`config.mk`:
```
export PLATFORM = sky130hd
export DESIGN_NAME = hazard_ctrl_seq_flat
export DESIGN_NICKNAME = d
export VERILOG_FILES = /design/src/rtl/hazard_ctrl_seq_pkg.sv /design/src/rtl/hazard_ctrl_seq_if.sv /design/src/rtl/hazard_ctrl_seq_fwd_sel.sv /design/src/rtl/hazard_ctrl_seq.sv /design/src/flat_wrapper.sv
export SDC_FILE = /design/constraint.sdc
export NUM_CORES = 1
export LEC_CHECK = 0
export CORE_UTILIZATION = 35
export DETAILED_ROUTE_END_ITERATION = 6
export GPL_TIMING_DRIVEN = 0
export PLACE_DENSITY = 0.61
export RECOVER_POWER = 25
export SLEW_MARGIN = 15
export SYNTH_ARGS = -nofsm -noshare
export SYNTH_HDL_FRONTEND = slang
export SYNTH_SLANG_ARGS = --single-unit
export TNS_END_PERCENT = 1
```
`constraint.sdc`:
```
create_clock -name clk -period 2.5 [get_ports clk]
set_clock_uncertainty 0.2 [all_clocks]
set_input_delay 0.5 -clock clk [delete_from_list [all_inputs] [get_ports clk]]
set_output_delay 0.5 -clock clk [all_outputs]
set_load 0.005 [all_outputs]
```
`src/rtl/hazard_ctrl_seq_pkg.sv`:
```
// hazard_pkg: shared types for the sequential hazard controller.
//   fwd_sel_t  : E-stage operand forwarding source (RF / W result / M result)
//   hz_state_t : hazard FSM state
// Optional feature macro used by the controller: HAZARD_PERF_CNT_EN.
package hazard_pkg;

    typedef enum logic [1:0] {
        FWD_RF  = 2'b00,
        FWD_WB  = 2'b01,
        FWD_MEM = 2'b10
    } fwd_sel_t;

    typedef enum logic [1:0] {
        RUN,
        LOAD_STALL,
        MEM_STALL
    } hz_state_t;

endpackage

```
`src/rtl/hazard_ctrl_seq_if.sv`:
```
// hazard_ctrl_seq_if: pipeline <-> hazard controller signal bundle.
//   master : datapath side (drives register indices/strobes, receives controls)
//   slave  : hazard controller side
// Signals: Rs1D/Rs2D/Rs1E/Rs2E/RdE/destReg_m/destReg_w, memoryRead_e,
//   RegWriteM/W, redirect, mem_stall (to controller); ForwardAE/BE,
//   stall_f/d/e/m, flush_d/e, mem_timeout (from controller).
interface hazard_ctrl_seq_if #(
    parameter int unsigned REG_AW = 5
);
    import hazard_pkg::*;

    logic [REG_AW-1:0] Rs1D, Rs2D, Rs1E, Rs2E, RdE, destReg_m, destReg_w;
    logic              memoryRead_e, RegWriteM, RegWriteW, redirect, mem_stall;
    fwd_sel_t          ForwardAE, ForwardBE;
    logic              stall_f, stall_d, stall_e, stall_m;
    logic              flush_d, flush_e, mem_timeout;

    modport master (
        output Rs1D, Rs2D, Rs1E, Rs2E, RdE, destReg_m, destReg_w,
        output memoryRead_e, RegWriteM, RegWriteW, redirect, mem_stall,
        input  ForwardAE, ForwardBE, stall_f, stall_d, stall_e, stall_m,
        input  flush_d, flush_e, mem_timeout
    );

    modport slave (
        input  Rs1D, Rs2D, Rs1E, Rs2E, RdE, destReg_m, destReg_w,
        input  memoryRead_e, RegWriteM, RegWriteW, redirect, mem_stall,
        output ForwardAE, ForwardBE, stall_f, stall_d, stall_e, stall_m,
        output flush_d, flush_e, mem_timeout
    );

endinterface

```
`src/rtl/hazard_ctrl_seq_fwd_sel.sv`:
```
// hazard_fwd_sel: combinational forward-source select for one E-stage operand.
//   rs_i          source register of the operand
//   rd_m_i/we_m_i M-stage destination and register-write strobe
//   rd_w_i/we_w_i W-stage destination and register-write strobe
//   fwd_o         selected source; M has priority over W, x0 never forwarded
module hazard_fwd_sel
    import hazard_pkg::*;
#(
    parameter int unsigned REG_AW = 5
) (
    input  logic [REG_AW-1:0] rs_i,
    input  logic [REG_AW-1:0] rd_m_i,
    input  logic [REG_AW-1:0] rd_w_i,
    input  logic              we_m_i,
    input  logic              we_w_i,
    output fwd_sel_t          fwd_o
);

    always_comb begin
        fwd_o = FWD_RF;
        if (we_m_i && (rd_m_i != '0) && (rd_m_i == rs_i)) begin
            fwd_o = FWD_MEM;
        end else if (we_w_i && (rd_w_i != '0) && (rd_w_i == rs_i)) begin
            fwd_o = FWD_WB;
        end
    end

endmodule

```
`src/rtl/hazard_ctrl_seq.sv`:
```
// hazard_ctrl_seq: sequential hazard controller for the 5-stage RISC-V pipe.
//   clk, rst_n : clock (rising edge), synchronous active-low reset
//   hz         : hazard_ctrl_seq_if.slave bundle (forwarding selects,
//                stall/flush controls, sticky mem_timeout)
// Optional macro HAZARD_PERF_CNT_EN adds perf_lu_cyc / perf_mem_cyc /
// perf_flush 32-bit wrapping event counters.
// Stall/flush outputs react to the current cycle's inputs (a load-use or
// redirect must act in the cycle it is seen); all outputs are 0 in reset.
module hazard_ctrl_seq
    import hazard_pkg::*;
#(
    parameter int unsigned REG_AW   = 5,
    parameter int unsigned LOAD_LAT = 1,
    parameter int unsigned MEM_TMO  = 255
) (
    input  logic              clk,
    input  logic              rst_n,
    hazard_ctrl_seq_if.slave  hz
`ifdef HAZARD_PERF_CNT_EN
    ,
    output logic [31:0]       perf_lu_cyc,
    output logic [31:0]       perf_mem_cyc,
    output logic [31:0]       perf_flush
`endif
);

    fwd_sel_t  fwd_a, fwd_b;
    hz_state_t state_q, state_d, saved_q, saved_d, eff_state;
    logic [2:0]  lcnt_q, lcnt_d;
    logic [15:0] mcnt_q, mcnt_d;
    logic        pend_q, pend_d, tmo_q, tmo_d;
    logic        lu;
    logic        st_f, st_d, st_e, st_m, fl_d, fl_e;

    hazard_fwd_sel #(.REG_AW(REG_AW)) u_fwd_a (
        .rs_i(hz.Rs1E), .rd_m_i(hz.destReg_m), .rd_w_i(hz.destReg_w),
        .we_m_i(hz.RegWriteM), .we_w_i(hz.RegWriteW), .fwd_o(fwd_a)
    );

    hazard_fwd_sel #(.REG_AW(REG_AW)) u_fwd_b (
        .rs_i(hz.Rs2E), .rd_m_i(hz.destReg_m), .rd_w_i(hz.destReg_w),
        .we_m_i(hz.RegWriteM), .we_w_i(hz.RegWriteW), .fwd_o(fwd_b)
    );

    assign lu = hz.memoryRead_e && (hz.RdE != '0) &&
                ((hz.RdE == hz.Rs1D) || (hz.RdE == hz.Rs2D));

    always_comb begin
        state_d = state_q;
        saved_d = saved_q;
        lcnt_d  = lcnt_q;
        pend_d  = pend_q;
        mcnt_d  = '0;
        tmo_d   = tmo_q;
        {st_f, st_d, st_e, st_m, fl_d, fl_e} = '0;
        // Leaving MEM_STALL without a pending redirect behaves exactly like
        // the state that was interrupted, with its frozen lcnt.
        eff_state = (state_q == MEM_STALL) ? saved_q : state_q;

        if (hz.mem_stall) begin
            {st_f, st_d, st_e, st_m} = '1;
            state_d = MEM_STALL;
            if (state_q != MEM_STALL) begin
                saved_d = state_q;
            end
            pend_d = pend_q | hz.redirect;
            mcnt_d = (mcnt_q < 16'(MEM_TMO)) ? mcnt_q + 16'd1 : mcnt_q;
            if (mcnt_d == 16'(MEM_TMO)) begin
                tmo_d = 1'b1;
            end
        end else if (pend_q) begin
            // Replay the held redirect; any interrupted load stall is dropped.
            fl_d    = 1'b1;
            fl_e    = 1'b1;
            pend_d  = 1'b0;
            lcnt_d  = '0;
            state_d = RUN;
        end else begin
            case (eff_state)
                LOAD_STALL: begin
                    if (hz.redirect) begin
                        fl_d    = 1'b1;
                        fl_e    = 1'b1;
                        lcnt_d  = '0;
                        state_d = RUN;
                    end else begin
                        st_f   = 1'b1;
                        st_d   = 1'b1;
                        fl_e   = 1'b1;
                        lcnt_d = lcnt_q - 3'd1;
                        state_d = (lcnt_q == 3'd1) ? RUN : LOAD_STALL;
                    end
                end
                default: begin
                    state_d = RUN;
                    if (hz.redirect) begin
                        fl_d = 1'b1;
                        fl_e = 1'b1;
                    end else if (lu) begin
                        st_f = 1'b1;
                        st_d = 1'b1;
                        fl_e = 1'b1;
                        if (LOAD_LAT > 1) begin
                            lcnt_d  = 3'(LOAD_LAT - 1);
                            state_d = LOAD_STALL;
                        end
                    end
                end
            endcase
        end
    end

    always_ff @(posedge clk) begin
        if (!rst_n) begin
            state_q <= RUN;
            saved_q <= RUN;
            lcnt_q  <= '0;
            mcnt_q  <= '0;
            pend_q  <= 1'b0;
            tmo_q   <= 1'b0;
        end else begin
            state_q <= state_d;
            saved_q <= saved_d;
            lcnt_q  <= lcnt_d;
            mcnt_q  <= mcnt_d;
            pend_q  <= pend_d;
            tmo_q   <= tmo_d;
        end
    end

    assign hz.ForwardAE   = rst_n ? fwd_a : FWD_RF;
    assign hz.ForwardBE   = rst_n ? fwd_b : FWD_RF;
    assign hz.stall_f     = rst_n & st_f;
    assign hz.stall_d     = rst_n & st_d;
    assign hz.stall_e     = rst_n & st_e;
    assign hz.stall_m     = rst_n & st_m;
    assign hz.flush_d     = rst_n & fl_d;
    assign hz.flush_e     = rst_n & fl_e;
    assign hz.mem_timeout = rst_n & tmo_q;

`ifdef HAZARD_PERF_CNT_EN
    // Load-use cycles are bubble-insert cycles (stall_d without stall_e);
    // flush events are redirect flushes, which always raise flush_d.
    always_ff @(posedge clk) begin
        if (!rst_n) begin
            perf_lu_cyc  <= '0;
            perf_mem_cyc <= '0;
            perf_flush   <= '0;
        end else begin
            if (st_d && !st_e) perf_lu_cyc <= perf_lu_cyc + 32'd1;
            if (hz.mem_stall)  perf_mem_cyc <= perf_mem_cyc + 32'd1;
            if (fl_d)          perf_flush <= perf_flush + 32'd1;
        end
    end
`endif

endmodule

```
`src/flat_wrapper.sv`:
```
// flat-port wrapper written by rule: the top's interface ports become plain ports
module hazard_ctrl_seq_flat import hazard_pkg::*;
#(
    parameter int unsigned REG_AW   = 5,
    parameter int unsigned LOAD_LAT = 1,
    parameter int unsigned MEM_TMO  = 255
)
  (clk, rst_n, hz_Rs1D, hz_Rs2D, hz_Rs1E, hz_Rs2E, hz_RdE, hz_destReg_m, hz_destReg_w, hz_memoryRead_e, hz_RegWriteM, hz_RegWriteW, hz_redirect, hz_mem_stall, hz_ForwardAE, hz_ForwardBE, hz_stall_f, hz_stall_d, hz_stall_e, hz_stall_m, hz_flush_d, hz_flush_e, hz_mem_timeout);
  hazard_ctrl_seq_if #(.REG_AW(REG_AW)) hz_i ();
  input  logic clk;
  input  logic rst_n;
  input wire logic [$bits(hz_i.Rs1D)-1:0] hz_Rs1D;
  input wire logic [$bits(hz_i.Rs2D)-1:0] hz_Rs2D;
  input wire logic [$bits(hz_i.Rs1E)-1:0] hz_Rs1E;
  input wire logic [$bits(hz_i.Rs2E)-1:0] hz_Rs2E;
  input wire logic [$bits(hz_i.RdE)-1:0] hz_RdE;
  input wire logic [$bits(hz_i.destReg_m)-1:0] hz_destReg_m;
  input wire logic [$bits(hz_i.destReg_w)-1:0] hz_destReg_w;
  input wire logic [$bits(hz_i.memoryRead_e)-1:0] hz_memoryRead_e;
  input wire logic [$bits(hz_i.RegWriteM)-1:0] hz_RegWriteM;
  input wire logic [$bits(hz_i.RegWriteW)-1:0] hz_RegWriteW;
  input wire logic [$bits(hz_i.redirect)-1:0] hz_redirect;
  input wire logic [$bits(hz_i.mem_stall)-1:0] hz_mem_stall;
  output wire logic [$bits(hz_i.ForwardAE)-1:0] hz_ForwardAE;
  output wire logic [$bits(hz_i.ForwardBE)-1:0] hz_ForwardBE;
  output wire logic [$bits(hz_i.stall_f)-1:0] hz_stall_f;
  output wire logic [$bits(hz_i.stall_d)-1:0] hz_stall_d;
  output wire logic [$bits(hz_i.stall_e)-1:0] hz_stall_e;
  output wire logic [$bits(hz_i.stall_m)-1:0] hz_stall_m;
  output wire logic [$bits(hz_i.flush_d)-1:0] hz_flush_d;
  output wire logic [$bits(hz_i.flush_e)-1:0] hz_flush_e;
  output wire logic [$bits(hz_i.mem_timeout)-1:0] hz_mem_timeout;
  assign hz_i.Rs1D = hz_Rs1D;
  assign hz_i.Rs2D = hz_Rs2D;
  assign hz_i.Rs1E = hz_Rs1E;
  assign hz_i.Rs2E = hz_Rs2E;
  assign hz_i.RdE = hz_RdE;
  assign hz_i.destReg_m = hz_destReg_m;
  assign hz_i.destReg_w = hz_destReg_w;
  assign hz_i.memoryRead_e = hz_memoryRead_e;
  assign hz_i.RegWriteM = hz_RegWriteM;
  assign hz_i.RegWriteW = hz_RegWriteW;
  assign hz_i.redirect = hz_redirect;
  assign hz_i.mem_stall = hz_mem_stall;
  assign hz_ForwardAE = hz_i.ForwardAE;
  assign hz_ForwardBE = hz_i.ForwardBE;
  assign hz_stall_f = hz_i.stall_f;
  assign hz_stall_d = hz_i.stall_d;
  assign hz_stall_e = hz_i.stall_e;
  assign hz_stall_m = hz_i.stall_m;
  assign hz_flush_d = hz_i.flush_d;
  assign hz_flush_e = hz_i.flush_e;
  assign hz_mem_timeout = hz_i.mem_timeout;
  hazard_ctrl_seq #(.REG_AW(REG_AW), .LOAD_LAT(LOAD_LAT), .MEM_TMO(MEM_TMO)) u_core (.clk(clk), .rst_n(rst_n), .hz(hz_i));
endmodule
```
==> results.md <==
- Slew @ Worst Pin: 0.416 ns
- Max-slew violations: 0
- Dominant synthesized flop cell: dfxtp_1
- First-pass GRT wire length: 5750 um
- Longest Clk Path Bufs: 2
- Hold Path Depth: 2
- Commonest cells post-synth: 25 x dfxtp_1, 23 x xnor2_1, 15 x xor2_1, 13 x nand2_1, 13 x nor2_1
- Syn-to-layout area delta: 44.3%
- Crit. End Element: output pin
- Crit path cell chain: clkdlybuf4s15_2 -> or4_1 -> o211ai_1 -> or4_4 -> nor4_2 -> buf_2
- WL final: between 3000 and 4000 um
- Die Y: 68.2 um
- Ys Warns: 0
- MaxCap Viol Count: 0
- Post-synthesis async set-or-reset flop share: 0%
- Crit path DAT: 1.88 ns
- Layout cells sized above 1: 17.9%
- Ports: 53
- Peak fanout along the critical path: 3
- GRT overflow: 0
- Vias per inst: 4.95
- Net Count, Synth: ~230
- Sink Count: 25
- Pwr dens: ~370 nW/um^2
- Critical path depth: 6
- Worst r2r path cells: 7
- Cell Area, Synth: between 1500 and 2000 um^2
- Failing checks: negative setup slack
- Clock transition at the registers of the reported paths: 0.08 ns
- Crit-path max cell delay: 0.50 ns
- Seq cells post-synth: 25
- Cell taking the most area after synthesis: dfxtp_1
- Antenna Nets Post-Route: 0
- Peak Freq: 388 MHz
- Net count, final: 286
- FP Rows: 23
- Status: complete, but fails checks
- Fin crit period: 2.58 ns
- Fillers: around 410
- N_diodes: 0
- Largest net degree at the start of global routing: 16
- Slew HR: 72.2%
- Area share of the largest cell type after synthesis: 32.6%
- Die X: 68.2 um
- Vias: 1435
- Root Buffer: clkbuf_8
- Starting DRT DRC Count: 55
- Die Area: about 4700 um^2
- CTS H-tree depth: 1
- FF/Latch Area: 500 um^2
- DP HPWL: roughly 2900 um
- Detailed Routing Iterations Pass 1: 4
- Fin crit share: 103%
- WP data required: approximately 1.8 ns
- Seq/Total Area, Yosys: 32.6%
- GRT Overall Usage: 16.2%
- Final setup viols: 2
- Area of the multi-input gates: 1050 um^2
- CP top delay family: simple AND/OR/NAND/NOR gates
- P_leak: 0.000913 uW
- HP Class: reg2reg
- PnR worst setup slack: -0.0755 ns
- CTS tree: built
- Most common cell in the netlist: dfxtp_1
- Hold-fix buffers, CTS: 0
- Post-Syn Area per Cell: 8.43 um^2
- Number of port buffers: between 50 and 60
- Vias in the first global route: ~1300
- Number of remaining DRC errors: 0
- Initial core utilization: 37.3%
- Fin. Hold Viols: 0
- Crit path kind: in2out
- Post-synth EDFFs: 0
- CP Launch Type: input pin
- Initial antenna violation count: 0
- Max VDD drop: 210 uV
- Synth unique cells: 37
- RSZ-0062 raised after global routing: yes
- Routed length per instance: ~13 um
- Bufs and invs on worst path: 2
- Cells after Synth: 182
- Setup TNS Final: -0.0863 ns
- Core area: 4120 um^2
- Dpl ws: -0.925 ns
- Worst skew pair latency: 0.27 ns
- Reg2Reg Setup Slack: 0.19 ns
- Gpl congestion: 0.825
- Inserted Clock Buffers: 3
- Slowest cell on the critical path: or4_4
- Synth top area cells: dfxtp_1 33%, xnor2_1 13%, xor2_1 8.6%, and3_1 3.7%, or4_1 3.4%
- Fin Hold WS: 0.283 ns
## flip-flops by register name, indices dropped and copies added (netlist names)
| name | flops |
|---|---|
| u_core.pend_q | 1 |
| u_core.state_q | 2 |
| u_core.lcnt_q | 3 |
| u_core.mcnt_q | 16 |
| u_core.tmo_q | 1 |
| u_core.saved_q | 2 |
## cell families (layout without fill, tap and decap cells)
kind of cell	count (synthesis)	after routing	synth area share, %
and+or+nand+nor	76	76	27.7
xor gates and xnor gates	38	38	21.7
DFF	25	25	32.6
buffers and inverters	16	74	4.49
muxes	1	1	0.653
AOI/OAI and AO/OA	23	23	10.4
adders and majority gates	3	3	2.45
## worst paths after layout
kind / start / end
max reg2reg: u_core.mcnt_q[0]$_SDFF_PN0_ / u_core.tmo_q$_SDFFE_PN0P_
min reg2reg: u_core.lcnt_q[1]$_SDFFE_PN0P_ / u_core.lcnt_q[1]$_SDFFE_PN0P_
max: hz_destReg_w[1] / hz_ForwardBE[0]
min: u_core.lcnt_q[1]$_SDFFE_PN0P_ / u_core.lcnt_q[1]$_SDFFE_PN0P_
## per-layer routing
layer  GRT usage [%]  wire length, um  vias up  part of all wire, %
li1                -                -      754                    -
met1            21.0             1750      651                   48
met2            28.1             1810       28                   49
met3            3.67              101        2                  2.8
met4            1.56                6        0                 0.16
met5               0                0        -                    0
## repair_timing
item                       in CTS  in global routing
cloned                          0                  0
pin swaps                      20                 14
buffers inserted                1                  2
setup endpoints to repair      11                  8
gates resized for setup        86                 25
## layout by cell type, fill, tap and decap left out, types with 6 or more instances in the layout
cell,n
and3_1,9
buf_2,7
clkbuf_2,7
clkdlybuf4s50_1,9
dfxtp_1,25
dlygate4sd2_1,17
inv_1,7
nand2_1,12
nand3_1,6
nor2_1,12
xnor2_1,22
xor2_1,15
## metrics by stage
| stage | total power [uW] | instances | instance area (um^2) | util [%] |
|---|---|---|---|---|
| after floorplan | 486 | 182 | 1530 | - |
| after global placement | 593 | 284 | 2120 | 51.4 |
| after detailed placement | 593 | 284 | 2120 | 51.4 |
| after CTS | 826 | 288 | 2160 | 52.5 |
| after global routing | 873 | 290 | 2210 | 53.8 |
| final | 828 | 290 | 2210 | 53.8 |
## power breakdown
group | internal [uW] | total, uW | switching, uW
clock | 113 | 242 | 129
sequential | 402 | 406 | 4.18
combinational | 97.2 | 180 | 82.5
## final cells by class
class	instances	area share, %
Multi-Input combinational cell	141	47.3
Sequential cell	25	22.6
Timing Repair Buffer	55	21.7
Tap cell	50	2.83
Buffer	8	2.26
Clock buffer	3	1.87
Inverter	7	1.19
Clock inverter	1	0.339
## worst reg2reg max path, stage by stage (launching register included)
cell	delay, ns
dfxtp_1	0.42
ha_1	0.26
nand2_1	0.15
nor3_1	0.24
clkbuf_1	0.36
o211ai_1	0.15
a2111oi_2	0.31
a31o_1	0.18
(Power assumes the default switching activity.)
